<file path="src/rtl/mem_sweep_bist_if.sv">
`default_nettype none
// ============================================================================
// Module      : mem_sweep_bist_if
// Description : CPU data/address bus as seen by the sweep engine (master)
//               and the RAM / bus fabric (slave).
// Revision    : 1.0 - initial release
// ============================================================================
interface mem_sweep_bist_if #(
   parameter int DATA_WIDTH = 8,
   parameter int ADDR_WIDTH = 16
);
   logic                  cpu_pause;
   logic [ADDR_WIDTH-1:0] mem_addr;
   logic [DATA_WIDTH-1:0] mem_wdata;
   logic [DATA_WIDTH-1:0] mem_rdata;
   logic                  mem_we;
   logic                  mem_oe;

   modport master (
      output cpu_pause, mem_addr, mem_wdata, mem_we, mem_oe,
      input  mem_rdata
   );

   modport slave (
      input  cpu_pause, mem_addr, mem_wdata, mem_we, mem_oe,
      output mem_rdata
   );
endinterface
`default_nettype wire

</file>
<file path="src/rtl/mem_sweep_bist.sv">
`default_nettype none
// ============================================================================
// Module      : mem_sweep_bist
// Description : Write-then-read memory sweep self-test on the CPU bus.
//               Define MEM_SWEEP_ERR_LOG_EN to implement first-error capture.
// Revision    : 1.0 - initial release
// ============================================================================
module mem_sweep_bist #(
   parameter int DATA_WIDTH = 8,
   parameter int ADDR_WIDTH = 16,
   parameter int CNT_WIDTH  = 16
) (
   input  wire logic                  clk,
   input  wire logic                  reset,
   input  wire logic                  start,
   input  wire logic                  abort,
   input  wire logic [1:0]            mode,
   input  wire logic [ADDR_WIDTH-1:0] base_addr,
   input  wire logic [ADDR_WIDTH-1:0] depth,
   mem_sweep_bist_if.master           bus,
   output logic                       busy,
   output logic                       done,
   output logic                       pass,
   output logic [CNT_WIDTH-1:0]       err_count,
   output logic [ADDR_WIDTH-1:0]      first_err_addr,
   output logic [DATA_WIDTH-1:0]      first_err_exp,
   output logic [DATA_WIDTH-1:0]      first_err_act
);

   typedef enum logic [2:0] {
      S_IDLE    = 3'd0,
      S_PAUSE   = 3'd1,
      S_WRITE   = 3'd2,
      S_RD_ADDR = 3'd3,
      S_RD_CMP  = 3'd4,
      S_DONE    = 3'd5
   } state_t;

   state_t                r_state, w_state_nxt;
   logic [1:0]            r_mode, w_mode_nxt;
   logic [ADDR_WIDTH-1:0] r_base, w_base_nxt;
   logic [ADDR_WIDTH-1:0] r_depth, w_depth_nxt;
   logic [ADDR_WIDTH-1:0] r_idx, w_idx_nxt;
   logic [CNT_WIDTH-1:0]  r_err_count, w_err_nxt;
   logic                  w_capture, w_clear_log;
   logic [DATA_WIDTH-1:0] w_exp;
   logic                  w_last;
   logic                  w_active, w_on_bus;

   logic                  r_pause, r_we, r_oe, r_busy, r_done, r_pass;
   logic [ADDR_WIDTH-1:0] r_addr;
   logic [DATA_WIDTH-1:0] r_wdata;

   // Pattern for location i; i is replicated across the data width.
   function automatic logic [DATA_WIDTH-1:0] f_pattern(
      input logic [ADDR_WIDTH-1:0] idx,
      input logic [1:0]            m
   );
      logic [DATA_WIDTH-1:0] rep;
      logic [DATA_WIDTH-1:0] p;
      for (int b = 0; b < DATA_WIDTH; b++) rep[b] = idx[b % ADDR_WIDTH];
      p = '0;
      case (m)
         2'd0: p = ~rep;
         2'd1: p = rep;
         2'd2: for (int b = 0; b < DATA_WIDTH; b++) p[b] = ((b % 2) == 0) ^ idx[0];
         default: p = {{(DATA_WIDTH-1){1'b0}}, 1'b1} << (idx % DATA_WIDTH);
      endcase
      return p;
   endfunction

   always_comb begin
      w_state_nxt = r_state;
      w_mode_nxt  = r_mode;
      w_base_nxt  = r_base;
      w_depth_nxt = r_depth;
      w_idx_nxt   = r_idx;
      w_err_nxt   = r_err_count;
      w_capture   = 1'b0;
      w_clear_log = 1'b0;
      w_exp       = f_pattern(r_idx, r_mode);
      w_last      = (r_idx == r_depth - 1'b1);

      if (abort && r_state != S_IDLE) begin
         w_state_nxt = S_IDLE;
      end else begin
         case (r_state)
            S_IDLE, S_DONE: begin
               if (start && !abort) begin
                  w_mode_nxt  = mode;
                  w_base_nxt  = base_addr;
                  w_depth_nxt = depth;
                  w_idx_nxt   = '0;
                  w_err_nxt   = '0;
                  w_clear_log = 1'b1;
                  w_state_nxt = S_PAUSE;
               end
            end
            S_PAUSE: begin
               w_idx_nxt   = '0;
               w_state_nxt = (r_depth == '0) ? S_DONE : S_WRITE;
            end
            S_WRITE: begin
               if (w_last) begin
                  w_idx_nxt   = '0;
                  w_state_nxt = S_RD_ADDR;
               end else begin
                  w_idx_nxt   = r_idx + 1'b1;
               end
            end
            S_RD_ADDR: w_state_nxt = S_RD_CMP;
            S_RD_CMP: begin
               if (bus.mem_rdata != w_exp) begin
                  if (r_err_count != '1) w_err_nxt = r_err_count + 1'b1;
                  w_capture = (r_err_count == '0);
               end
               if (w_last) begin
                  w_state_nxt = S_DONE;
               end else begin
                  w_idx_nxt   = r_idx + 1'b1;
                  w_state_nxt = S_RD_ADDR;
               end
            end
            default: w_state_nxt = S_IDLE;
         endcase
      end

      w_active = (w_state_nxt == S_PAUSE) || (w_state_nxt == S_WRITE) ||
                 (w_state_nxt == S_RD_ADDR) || (w_state_nxt == S_RD_CMP);
      w_on_bus = (w_state_nxt == S_WRITE) || (w_state_nxt == S_RD_ADDR) ||
                 (w_state_nxt == S_RD_CMP);
   end

   // Bus outputs are computed from the next state so every output is a flop.
   always_ff @(posedge clk or posedge reset) begin
      if (reset) begin
         r_state     <= S_IDLE;
         r_mode      <= '0;
         r_base      <= '0;
         r_depth     <= '0;
         r_idx       <= '0;
         r_err_count <= '0;
         r_pause     <= 1'b0;
         r_busy      <= 1'b0;
         r_we        <= 1'b0;
         r_oe        <= 1'b0;
         r_addr      <= '0;
         r_wdata     <= '0;
         r_done      <= 1'b0;
         r_pass      <= 1'b0;
      end else begin
         r_state     <= w_state_nxt;
         r_mode      <= w_mode_nxt;
         r_base      <= w_base_nxt;
         r_depth     <= w_depth_nxt;
         r_idx       <= w_idx_nxt;
         r_err_count <= w_err_nxt;
         r_pause     <= w_active;
         r_busy      <= w_active;
         r_we        <= (w_state_nxt == S_WRITE);
         r_oe        <= (w_state_nxt == S_RD_ADDR) || (w_state_nxt == S_RD_CMP);
         r_addr      <= w_on_bus ? (w_base_nxt + w_idx_nxt) : '0;
         r_wdata     <= (w_state_nxt == S_WRITE) ? f_pattern(w_idx_nxt, w_mode_nxt) : '0;
         r_done      <= (w_state_nxt == S_DONE);
         r_pass      <= (w_state_nxt == S_DONE) && (w_err_nxt == '0);
      end
   end

`ifdef MEM_SWEEP_ERR_LOG_EN
   logic [ADDR_WIDTH-1:0] r_fe_addr;
   logic [DATA_WIDTH-1:0] r_fe_exp, r_fe_act;

   always_ff @(posedge clk or posedge reset) begin
      if (reset) begin
         r_fe_addr <= '0;
         r_fe_exp  <= '0;
         r_fe_act  <= '0;
      end else if (w_clear_log) begin
         r_fe_addr <= '0;
         r_fe_exp  <= '0;
         r_fe_act  <= '0;
      end else if (w_capture) begin
         r_fe_addr <= r_addr;
         r_fe_exp  <= w_exp;
         r_fe_act  <= bus.mem_rdata;
      end
   end

   assign first_err_addr = r_fe_addr;
   assign first_err_exp  = r_fe_exp;
   assign first_err_act  = r_fe_act;
`else
   assign first_err_addr = '0;
   assign first_err_exp  = '0;
   assign first_err_act  = '0;
`endif

   assign bus.cpu_pause = r_pause;
   assign bus.mem_addr  = r_addr;
   assign bus.mem_wdata = r_wdata;
   assign bus.mem_we    = r_we;
   assign bus.mem_oe    = r_oe;
   assign busy          = r_busy;
   assign done          = r_done;
   assign pass          = r_pass;
   assign err_count     = r_err_count;

endmodule
`default_nettype wire
</file>
<file path="src/flat_wrapper.sv">
// flat-port wrapper written by rule: the top's interface ports become plain ports
module mem_sweep_bist_flat 
#(
   parameter int DATA_WIDTH = 8,
   parameter int ADDR_WIDTH = 16,
   parameter int CNT_WIDTH  = 16
)
  (clk, reset, start, abort, mode, base_addr, depth, busy, done, pass, err_count, first_err_addr, first_err_exp, first_err_act, bus_cpu_pause, bus_mem_addr, bus_mem_wdata, bus_mem_we, bus_mem_oe, bus_mem_rdata);
  mem_sweep_bist_if #(.DATA_WIDTH(DATA_WIDTH), .ADDR_WIDTH(ADDR_WIDTH)) bus_i ();
  input  wire logic clk;
  input  wire logic reset;
  input  wire logic start;
  input  wire logic abort;
  input  wire logic [1:0] mode;
  input  wire logic [ADDR_WIDTH-1:0] base_addr;
  input  wire logic [ADDR_WIDTH-1:0] depth;
  output logic busy;
  output logic done;
  output logic pass;
  output logic [CNT_WIDTH-1:0] err_count;
  output logic [ADDR_WIDTH-1:0] first_err_addr;
  output logic [DATA_WIDTH-1:0] first_err_exp;
  output logic [DATA_WIDTH-1:0] first_err_act;
  output wire logic [$bits(bus_i.cpu_pause)-1:0] bus_cpu_pause;
  output wire logic [$bits(bus_i.mem_addr)-1:0] bus_mem_addr;
  output wire logic [$bits(bus_i.mem_wdata)-1:0] bus_mem_wdata;
  output wire logic [$bits(bus_i.mem_we)-1:0] bus_mem_we;
  output wire logic [$bits(bus_i.mem_oe)-1:0] bus_mem_oe;
  input wire logic [$bits(bus_i.mem_rdata)-1:0] bus_mem_rdata;
  assign bus_cpu_pause = bus_i.cpu_pause;
  assign bus_mem_addr = bus_i.mem_addr;
  assign bus_mem_wdata = bus_i.mem_wdata;
  assign bus_mem_we = bus_i.mem_we;
  assign bus_mem_oe = bus_i.mem_oe;
  assign bus_i.mem_rdata = bus_mem_rdata;
  mem_sweep_bist #(.DATA_WIDTH(DATA_WIDTH), .ADDR_WIDTH(ADDR_WIDTH), .CNT_WIDTH(CNT_WIDTH)) u_core (.clk(clk), .reset(reset), .start(start), .abort(abort), .mode(mode), .base_addr(base_addr), .depth(depth), .bus(bus_i), .busy(busy), .done(done), .pass(pass), .err_count(err_count), .first_err_addr(first_err_addr), .first_err_exp(first_err_exp), .first_err_act(first_err_act));
endmodule
</file>
<file path="config.mk">
export PLATFORM = sky130hd
export DESIGN_NAME = mem_sweep_bist_flat
export DESIGN_NICKNAME = d
export VERILOG_FILES = /design/src/rtl/mem_sweep_bist_if.sv /design/src/rtl/mem_sweep_bist.sv /design/src/flat_wrapper.sv
export SDC_FILE = /design/constraint.sdc
export NUM_CORES = 1
export LEC_CHECK = 0
export BUFFER_PORTS_ARGS = -buffer_cell sky130_fd_sc_hd__clkbuf_2
export CAP_MARGIN = 20
export CORE_ASPECT_RATIO = 1.1
export CORE_MARGIN = 2
export CORE_UTILIZATION = 45
export DETAILED_ROUTE_END_ITERATION = 12
export HOLD_SLACK_MARGIN = 0.03
export PLACE_DENSITY = 0.65
export SKIP_CTS_REPAIR_TIMING = 1
export SLEW_MARGIN = 25
export SYNTH_ARGS = -nofsm -noshare
export SYNTH_HDL_FRONTEND = slang
export SYNTH_SLANG_ARGS = --single-unit
</file>
<file path="constraint.sdc">
create_clock -name clk -period 16.54 [get_ports clk]
set_input_delay 0 -clock clk [delete_from_list [all_inputs] [get_ports clk]]
set_output_delay 0 -clock clk [all_outputs]
set_load 0.01 [all_outputs]
</file>
==> results of run 1 <==
==> synth_stat cells (all sizes together), types with 13 or more instances <==
master   n
dfrtp   98
nor2    75
nand2   65
o21ai   46
buf     42
a21oi   36
xnor2   32
mux2    31
clkbuf  28
inv     26
ha      22
nor3    22
xor2    22
and3    20
nand3   18
mux2i   13
==> layer usage <==
metal  track usage, %  up-vias  part of all wire [%]
met5                0        -                     0
li1                 -     2889                     -
met1             28.4     2739                    45
met4             6.51        0                   1.6
met3             3.47       18                   4.1
met2             31.8      134                    49
==> tightest hold or removal path: stages <==
cell,delay [ns]
dlygate4sd3_1,0.54
clkbuf_2,0.12
inv_4,0.25
==> area by class of cell <==
| class | instances | area [sq um] |
|---|---|---|
| clock buffers | 11 | 243 |
| fillers | 1427 | 7010 |
| multi-input cells | 607 | 3990 |
| repair buffers | 130 | 843 |
| flip-flops and latches | 98 | 2450 |
| well taps | 196 | 245 |
| clock inverters | 5 | 53.8 |
| inverters | 27 | 104 |
==> power by group through the flow <==
stage               Combinational, mW  Sequential, mW  Clock (mW)
detailed placement              0.522           0.403           0
global placement                0.520           0.402           0
floorplan                       0.424           0.371           0
CTS                             0.527           0.400       0.220
finish                          0.530           0.399       0.214
global route                    0.594           0.412       0.228
==> how the worst max path moves through the flow <==
| stage | endpoint | slack [ns] | depth (start not counted) |
|---|---|---|---|
| floorplan | u_core.bus.mem_addr[14]$_DFF_PP0_ | 11.16 | 21 |
| global placement | u_core.bus.mem_addr[14]$_DFF_PP0_ | 10.74 | 20 |
| CTS | u_core.bus.mem_addr[14]$_DFF_PP0_ | 10.65 | 20 |
| finish | u_core.bus.mem_addr[14]$_DFF_PP0_ | 10.64 | 20 |
| detailed placement | u_core.bus.mem_addr[14]$_DFF_PP0_ | 10.66 | 20 |
| global route | u_core.bus.mem_addr[14]$_DFF_PP0_ | 10.23 | 20 |
==> cells by family after synthesis <==
kind of cell	after synthesis	synth area share, %
flops	98	35.8
compound gates	171	17.1
xor+xnor	54	7.02
mux	44	7.00
buf+inv	97	7.61
fa+ha+maj	24	4.46
other cells	1	0.0548
simple gates	282	20.9
==> sequential cells by signal (all words and copies together) (netlist names), named ones only <==
register and cells:
u_core.r_idx 15, u_core.r_mode 2, u_core.bus.mem_we 1, u_core.r_base 16, u_core.r_depth 16, u_core.done 1, u_core.r_state 3, u_core.pass 1
u_core.bus.mem_addr 16, u_core.err_count 16, u_core.bus.mem_oe 1, u_core.bus.cpu_pause 1, u_core.bus.mem_wdata 8
==> stage by stage <==
| stage | area [sq um] | utilization, % | hold slack (ns) | worst slack [ns] |
|---|---|---|---|---|
| after floorplan | 6960 | - | 0.151 | 11.16 |
| final | 7930 | 53.1 | 0.157 | 10.64 |
| after global placement | 7280 | 48.7 | -0.0241 | 10.74 |
| after CTS | 7580 | 50.7 | -0.398 | 10.65 |
| after global routing | 7930 | 53.1 | 0.181 | 10.23 |
| after detailed placement | 7280 | 48.7 | -0.0137 | 10.66 |
==> impl_metrics.csv, run 1 <==
group,metric,value,unit
critical_path,critPathArrivalTime,6.15,ns
floorplanning,io_pins,124,
drt,firstDrtPassIters,5,
synthesis,ys.warnings.count,0,
synthesis,synth_top_cell_by_area,"dfrtp_1",
clock_network,cts_tree,"built",
critical_path,path_class,"reg2reg",
timing,clock.fmax,169,MHz
power,leakagePower,3.72,nW
power,switching_share,41.9,%
drt,vias,5780,
critical_path,max_stage_delay,0.62,ns
global_routing,first_global_vias,5225,
placement,dp.final_hpwl,11.7,mm
final_layout,antenna_cells,0,
critical_path,cp_slowest_cell,"or4b_1",
power,p_sw,0.479,mW
floorplanning,die_w,122,um
timing,worst_pin_slew,0.834,ns
placement,io_buffers,91,
floorplanning,core_area,14900,sq um
final_layout,final_cells,1074,
clock_network,cts_root_buffer,"clkbuf_16",
critical_path,critPathBufInv,3,
critical_path,critPathTopFamily,"simple AND/OR/NAND/NOR gates",
timing,fin_crit_sh,35.7,%
power,peakVddDrop,0.0686,mV
power,clockPowerShare,18.7,%
floorplanning,num_rows,47,
timing,grt_setup_unrepaired,"false",
critical_path,r2r_setup_slack,10.64,ns
final_layout,fin_nets,942,
clock_network,cts-htree-levels,3,
global_routing,grt_pass1_wl,26.1,mm
power,p_int,0.664,mW
min_path,min_path_type,"in2async",
synthesis,synth_edf_count,0,
final_layout,synthToLayoutAreaGrowth,15.9,%
critical_path,required,16.78,ns
synthesis,avgSynthCellArea,8.87,sq um
synthesis,ys_ff_latch,98,
placement,place_inst,1024,
critical_path,startpoint,"u_core.r_depth[0]$_DFFE_PP0P_",
placement,place_congestion,0.870,
critical_path,crit_path_cell_trace,"inv_1 -> ha_1 -> or4b_1 -> nor3_1 -> mux2_2 -> o21ai_0 -> nand2_1 -> or4_2 -> ha_1 -> o22ai_1 -> a22oi_1 -> inv_1 -> ha_1 -> fa_1 -> inv_1 -> o311ai_1 -> and3_1 -> o311a_1 -> o41ai_2 -> mux2_1",
drt,drt_wl_total,16.2,mm
power,power_density,144,nW/um^2
critical_path,path_max_fanout,8,
timing,report.final.slew_viol_count,0,
critical_path,reg2regPathDepth,20,
critical_path,rr_endpoint,"u_core.bus.mem_addr[14]$_DFF_PP0_",
drt,drc,0,
drt,viasPerCell,5.38,
clock_network,clock_latency,0.36,ns
clock_network,cts_sinks,98,
floorplanning,dieHeight,133,um
timing,fin_worst_skew,0.00725,ns
timing,fin_crit,5.90,ns
synthesis,synth-async-reset-ratio,100,%
power,totalPowerFinal,1.14,mW
global_routing,grt_max_degree,75,
outcome,status,"finished, final reports clean",
final_layout,final_cell_mix,"98 x dfrtp_1, 91 x clkbuf_2, 75 x nor2_1, 64 x nand2_1, 46 x o21ai_0",
clock_network,cts_buffers,9,
timing,hold_viol,0,
floorplanning,die-area,16200,sq um
power,comb_power_share,46.4,%
timing,fin_tns_setup,0,ns
final_layout,layout_commonest_cell,"dfrtp_1",
global_routing,antenna_found_initial,0,
final_layout,layout-drive-gt1-share,19.6,%
synthesis,synth_cells,771,
synthesis,synth_top_area_share,35.8,%
flow_run,maxCapViolCount,0,
clock_network,clk_pin_slew,0.07,ns
synthesis,synth_area_leaders,"dfrtp_1 36%, mux2_2 4.9%, nor2_1 4.1%",
synthesis,synth_ff_type,"dfrtp_1",
global_routing,grt_overflow,0,
drt,antenna_left,0,
global_routing,grt_util_all_layers,20.2,%
synthesis,seq_area_frac_synth,35.8,%
timing,finalSetupViolCount,0,
timing,slew_headroom,42.8,%
critical_path,critPathCaptureType,"register",
clock_network,ctsLongestPathBuffers,2,
drt,drt-initial-drc-count,302,
synthesis,synth_cell_type_count,84,
power,seqPwrFrac,34.9,%
critical_path,cp-start-kind,"register",
drt,wl_per_cell,15.0,um
floorplanning,initial_core_util,45.8,%
critical_path,rr_startpoint,"u_core.r_depth[0]$_DFFE_PP0P_",
synthesis,syn-cell-area,6840,sq um
No activity file was read; power rests on OpenSTA's default activity.
==> run 2: changes to the inputs <==
==> constraint.sdc (replaced) <==
create_clock -name clk -period 5.8 [get_ports clk]
set_input_delay 0 -clock clk [delete_from_list [all_inputs] [get_ports clk]]
set_output_delay 0 -clock clk [all_outputs]
set_load 0.01 [all_outputs]
==> run 2 against run 1 <==
Effect of this change: total power grew to 2.9 times the previous value; die area unchanged; cell area grew 0.35%; setup slack lost 10 ns; sequential power grew to 2.8 times the previous value; critical path depth fell by 1; combinational power grew to 3.0 times the previous value; cell count grew 0.47%; clock skew grew 0.0020 ns; maximum frequency up 9.4%; global-route usage grew 0.096 points.
==> impl_metrics.csv, run 2 (synthesized netlist as in run 1, its figures left out) <==
group,metric,value,unit
final_layout,fin_nets,947,
clock_network,cts_buffers,9,
min_path,min_path_type,"in2async",
final_layout,layout-drive-gt1-share,20.5,%
clock_network,ctsLongestPathBuffers,2,
global_routing,antenna_found_initial,0,
final_layout,final_cell_mix,"98 x dfrtp_1, 91 x clkbuf_2, 75 x nor2_1, 64 x nand2_1, 45 x o21ai_0",
clock_network,cts_root_buffer,"clkbuf_16",
critical_path,critPathArrivalTime,5.63,ns
clock_network,cts_sinks,98,
power,leakagePower,3.74,nW
critical_path,critPathCaptureType,"register",
floorplanning,die-area,16200,sq um
drt,firstDrtPassIters,5,
timing,hold_viol,0,
timing,clock.fmax,185,MHz
timing,fin_crit_sh,93.0,%
placement,dp.final_hpwl,12.0,mm
placement,place_ws,0.167,ns
clock_network,clk_pin_slew,0.07,ns
global_routing,grt_pass1_wl,26.2,mm
placement,place_congestion,0.865,
floorplanning,num_rows,47,
drt,drc,0,
floorplanning,initial_core_util,45.8,%
timing,fin_crit,5.39,ns
critical_path,path_max_fanout,11,
timing,grt_setup_unrepaired,"false",
drt,drt_wl_total,16.5,mm
drt,antenna_left,0,
power,peakVddDrop,0.206,mV
timing,setup_ws,0.405,ns
floorplanning,dieHeight,133,um
final_layout,nFillCells,1407,
clock_network,cts-htree-levels,3,
floorplanning,io_pins,124,
clock_network,cts_tree,"built",
critical_path,path_class,"reg2reg",
global_routing,grt_util_all_layers,20.3,%
outcome,status,"finished, final reports clean",
timing,fin_worst_skew,0.00920,ns
timing,report.final.slew_viol_count,0,
final_layout,layout_commonest_cell,"dfrtp_1",
clock_network,clock_latency,0.36,ns
floorplanning,core_area,14900,sq um
drt,wl_per_cell,15.3,um
critical_path,cp-start-kind,"register",
drt,viasPerCell,5.42,
flow_run,maxCapViolCount,0,
power,power_density,411,nW/um^2
global_routing,grt_overflow,0,
placement,io_buffers,91,
timing,holdWs,0.183,ns
timing,fin_tns_setup,0,ns
final_layout,synthToLayoutAreaGrowth,16.3,%
timing,finalSetupViolCount,0,
global_routing,first_global_vias,5321,
timing,worst_pin_slew,0.859,ns
timing,slew_headroom,42.2,%
critical_path,required,6.04,ns
final_layout,antenna_cells,0,
global_routing,grt_max_degree,69,
drt,drt-initial-drc-count,432,
drt,vias,5847,
floorplanning,die_w,122,um
==> run 2: area by class of cell <==
class | instances | area [sq um] | area share (%)
sequential | 98 | 2450 | 30.8
tap | 196 | 245 | 3.08
clock buffer | 12 | 246 | 3.10
clock inverter | 4 | 27.5 | 0.346
inverter | 27 | 104 | 1.31
timing repair buffer | 135 | 868 | 10.9
multi-input combinational | 607 | 4010 | 50.4
==> run 2: worst paths after layout <==
kind	startpoint	endpoint	slack, ns	depth (start not counted)
min in group clk	mode[1]	u_core.r_mode[1]$_DFF_PP0_	0.21	3
min reg2reg	u_core.r_base[14]$_DFF_PP0_	u_core.r_base[14]$_DFF_PP0_	0.51	1
max reg2reg	u_core.r_depth[1]$_DFFE_PP0P_	u_core.bus.mem_addr[14]$_DFF_PP0_	0.41	19
max in group asynchronous	reset	u_core.r_depth[11]$_DFFE_PP0P_	4.41	4
max	u_core.r_depth[1]$_DFFE_PP0P_	u_core.bus.mem_addr[14]$_DFF_PP0_	0.41	19
min	reset	u_core.done$_DFF_PP0_	0.18	3
==> run 2: critical path, stage by stage, from the launching register on <==
cell and delay [ns]:
dfrtp_1 0.44, inv_1 0.08, ha_1 0.15, or4b_4 0.51, buf_4 0.18, nor3_1 0.17, o2111ai_1 0.14, or4_1 0.48
or3_1 0.41, or2_4 0.36, and2_1 0.23, a22oi_2 0.19, inv_2 0.12, fa_1 0.45, inv_1 0.09, o311ai_1 0.14
and3_1 0.20, o311a_1 0.37, o41ai_2 0.22, mux2_1 0.35
==> run 2: per-stage QoR <==
step	power, mW	area (sq um)	std cells	util (%)
final	3.27	7950	1079	53.3
after global routing	3.53	7950	1079	53.3
after CTS	3.25	7600	1046	50.9
after detailed placement	2.67	7320	1030	49.0
after global placement	2.66	7320	1030	49.0
after floorplan	2.27	6960	802	-
==> run 2: power breakdown <==
part | internal (mW) | switching (mW)
clock | 0.303 | 0.263
combinational | 0.676 | 0.906
sequential | 0.896 | 0.223
total | 1.87 | 1.39
==> run 2: metal layers <==
metal	routed length, um	GRT usage, %	vias to the layer above
li1	-	-	2909
met1	7590	28.1	2774
met2	7970	32.7	147
met3	676	3.68	17
met4	220	5.81	0
met5	0	0	-
==> run 3: changes to the inputs <==
--- a/config.mk
+++ b/config.mk
@@ -7,7 +7,7 @@
 export LEC_CHECK = 0
 export BUFFER_PORTS_ARGS = -buffer_cell sky130_fd_sc_hd__clkbuf_2
 export CAP_MARGIN = 20
-export CORE_ASPECT_RATIO = 1.1
+export CORE_ASPECT_RATIO = 1.5
 export CORE_MARGIN = 2
 export CORE_UTILIZATION = 45
 export DETAILED_ROUTE_END_ITERATION = 12
==> constraint.sdc (replaced) <==
create_clock -name clk -period 5.8 [get_ports clk]
set_input_delay 0 -clock clk [delete_from_list [all_inputs] [get_ports clk]]
set_output_delay 0 -clock clk [all_outputs]
set_load 0.05 [all_outputs]
==> run 3 against run 2 <==
Effect of this change: sequential share of layout area shrank 0.43 points; total power grew 13%; routed wire length is 4.2% higher; highest routed layer unchanged; cell area increased by 1.4%; largest cell class unchanged; global-route usage is 1.2 points higher; critical path type unchanged.
==> impl_metrics.csv, run 3 (synthesized netlist as in run 1, its figures left out) <==
group,metric,value,unit
outcome,status,"finished, final reports clean",
critical_path,rr_startpoint,"u_core.r_depth[1]$_DFFE_PP0P_",
critical_path,reg2regPathDepth,19,
floorplanning,die-area,16200,sq um
drt,viasPerCell,5.43,
clock_network,ctsLongestPathBuffers,2,
power,peakVddDrop,0.285,mV
timing,grt_setup_unrepaired,"false",
drt,wl_per_cell,15.8,um
timing,finalSetupViolCount,0,
timing,fin_crit_sh,94.6,%
final_layout,final_cell_mix,"98 x dfrtp_1, 91 x clkbuf_2, 75 x nor2_1, 63 x nand2_1, 45 x o21ai_0",
clock_network,cts_sinks,98,
floorplanning,dieHeight,155,um
clock_network,clk_pin_slew,0.07,ns
clock_network,cts_root_buffer,"clkbuf_16",
drt,drt_wl_total,17.2,mm
drt,drt-initial-drc-count,246,
timing,worst_pin_slew,0.834,ns
drt,firstDrtPassIters,7,
placement,io_buffers,91,
floorplanning,num_rows,55,
clock_network,cts_buffers,9,
min_path,hold_end,"u_core.bus.mem_oe$_DFF_PP0_",
critical_path,cp-start-kind,"register",
final_layout,layout-drive-gt1-share,21.1,%
floorplanning,io_pins,124,
timing,setup_ws,0.315,ns
placement,place_ws,0.152,ns
final_layout,fin_nets,952,
placement,place_congestion,0.875,
drt,drc,0,
flow_run,maxCapViolCount,0,
floorplanning,die_w,105,um
final_layout,utilization,53.8,%
global_routing,grt_util_all_layers,21.6,%
critical_path,path_class,"reg2reg",
critical_path,critPathArrivalTime,5.72,ns
min_path,min_from,"abort",
timing,slew_headroom,43.6,%
critical_path,path_max_fanout,11,
timing,fin_worst_skew,0.00763,ns
floorplanning,core_area,15000,sq um
timing,hold_viol,0,
final_layout,antenna_cells,0,
global_routing,grt_overflow,0,
drt,vias,5898,
min_path,min_path_type,"in2reg",
min_path,hold_depth,4,
timing,holdWs,0.160,ns
global_routing,antenna_found_initial,0,
power,leakagePower,3.79,nW
global_routing,first_global_vias,5766,
floorplanning,initial_core_util,45.6,%
clock_network,cts_tree,"built",
critical_path,r2r_setup_slack,0.32,ns
timing,fin_tns_setup,0,ns
timing,fin_crit,5.48,ns
final_layout,nFillCells,1449,
timing,clock.fmax,182,MHz
global_routing,grt_max_degree,68,
clock_network,cts-htree-levels,3,
final_layout,synthToLayoutAreaGrowth,17.9,%
timing,report.final.slew_viol_count,0,
critical_path,critPathCaptureType,"register",
global_routing,grt_pass1_wl,28.1,mm
drt,antenna_left,0,
clock_network,clock_latency,0.35,ns
critical_path,required,6.03,ns
power,power_density,460,nW/um^2
final_layout,layout_commonest_cell,"dfrtp_1",
placement,dp.final_hpwl,13.0,mm
critical_path,rr_endpoint,"u_core.bus.mem_addr[14]$_DFF_PP0_",
## run 3: cell types whose count changed in the layout (fill, tap and decap cells not counted), sizes merged
cell    previous run  this run
buf               11        16
bufinv             0         3
clkinv             5         2
## run 3: layer usage
metal	routed length, um	vias up	global-route usage, %
met5	0	-	0
met4	709	0	10.3
met3	633	39	3.18
met2	9080	147	39.6
met1	6730	2788	24.4
li1	-	2924	-
## run 3: where the power goes
| part | switching, mW | leakage [nW] | internal, mW | total (mW) |
|---|---|---|---|---|
| sequential | 0.214 | 1.28 | 0.895 | 1.11 |
| combinational | 1.21 | 2.35 | 0.692 | 1.90 |
| clock | 0.262 | 0.167 | 0.435 | 0.697 |
## run 3: layout make-up
type,count,area (sq um),share of cell area (%)
clock buffer,12,246,3.06
multi-input combinational,607,4010,49.7
inverter,27,104,1.29
tap,199,249,3.09
timing repair buffer,140,906,11.2
clock inverter,4,98.8,1.23
sequential,98,2450,30.4
## run 3: critical path: stages (launching register included)
cell and delay (ns):
dfrtp_1 0.43, inv_1 0.07, ha_1 0.14, or4b_1 0.51, buf_4 0.20, nor4_2 0.27, xnor2_1 0.11, or4_1 0.53
or3_4 0.38, or2_4 0.34, and2_2 0.24, a22oi_2 0.20, inv_1 0.12, fa_1 0.45, inv_1 0.08, o311ai_1 0.14
and3_1 0.21, o311a_1 0.38, o41ai_2 0.21, mux2_1 0.35
## run 3: per-stage QoR
step | cells | total power [mW] | area, sq um
finish | 1087 | 3.71 | 8070
global route | 1087 | 3.98 | 8070
CTS | 1053 | 3.70 | 7700
detailed placement | 1037 | 2.99 | 7360
global placement | 1037 | 2.98 | 7360
floorplan | 802 | 2.55 | 6960
## run 3: how the worst max path moves through the flow
stage	slack, ns	to	start	cells after the start
global placement	0.26	u_core.bus.mem_addr[14]$_DFF_PP0_	u_core.r_depth[1]$_DFFE_PP0P_	20
finish	0.32	u_core.bus.mem_addr[14]$_DFF_PP0_	u_core.r_depth[1]$_DFFE_PP0P_	19
global route	0.02	u_core.bus.mem_addr[14]$_DFF_PP0_	u_core.r_depth[1]$_DFFE_PP0P_	19
detailed placement	0.15	u_core.bus.mem_addr[14]$_DFF_PP0_	u_core.r_depth[1]$_DFFE_PP0P_	20
CTS	0.13	u_core.bus.mem_addr[14]$_DFF_PP0_	u_core.r_depth[1]$_DFFE_PP0P_	20
floorplan	0.42	u_core.bus.mem_addr[14]$_DFF_PP0_	u_core.r_depth[0]$_DFFE_PP0P_	21
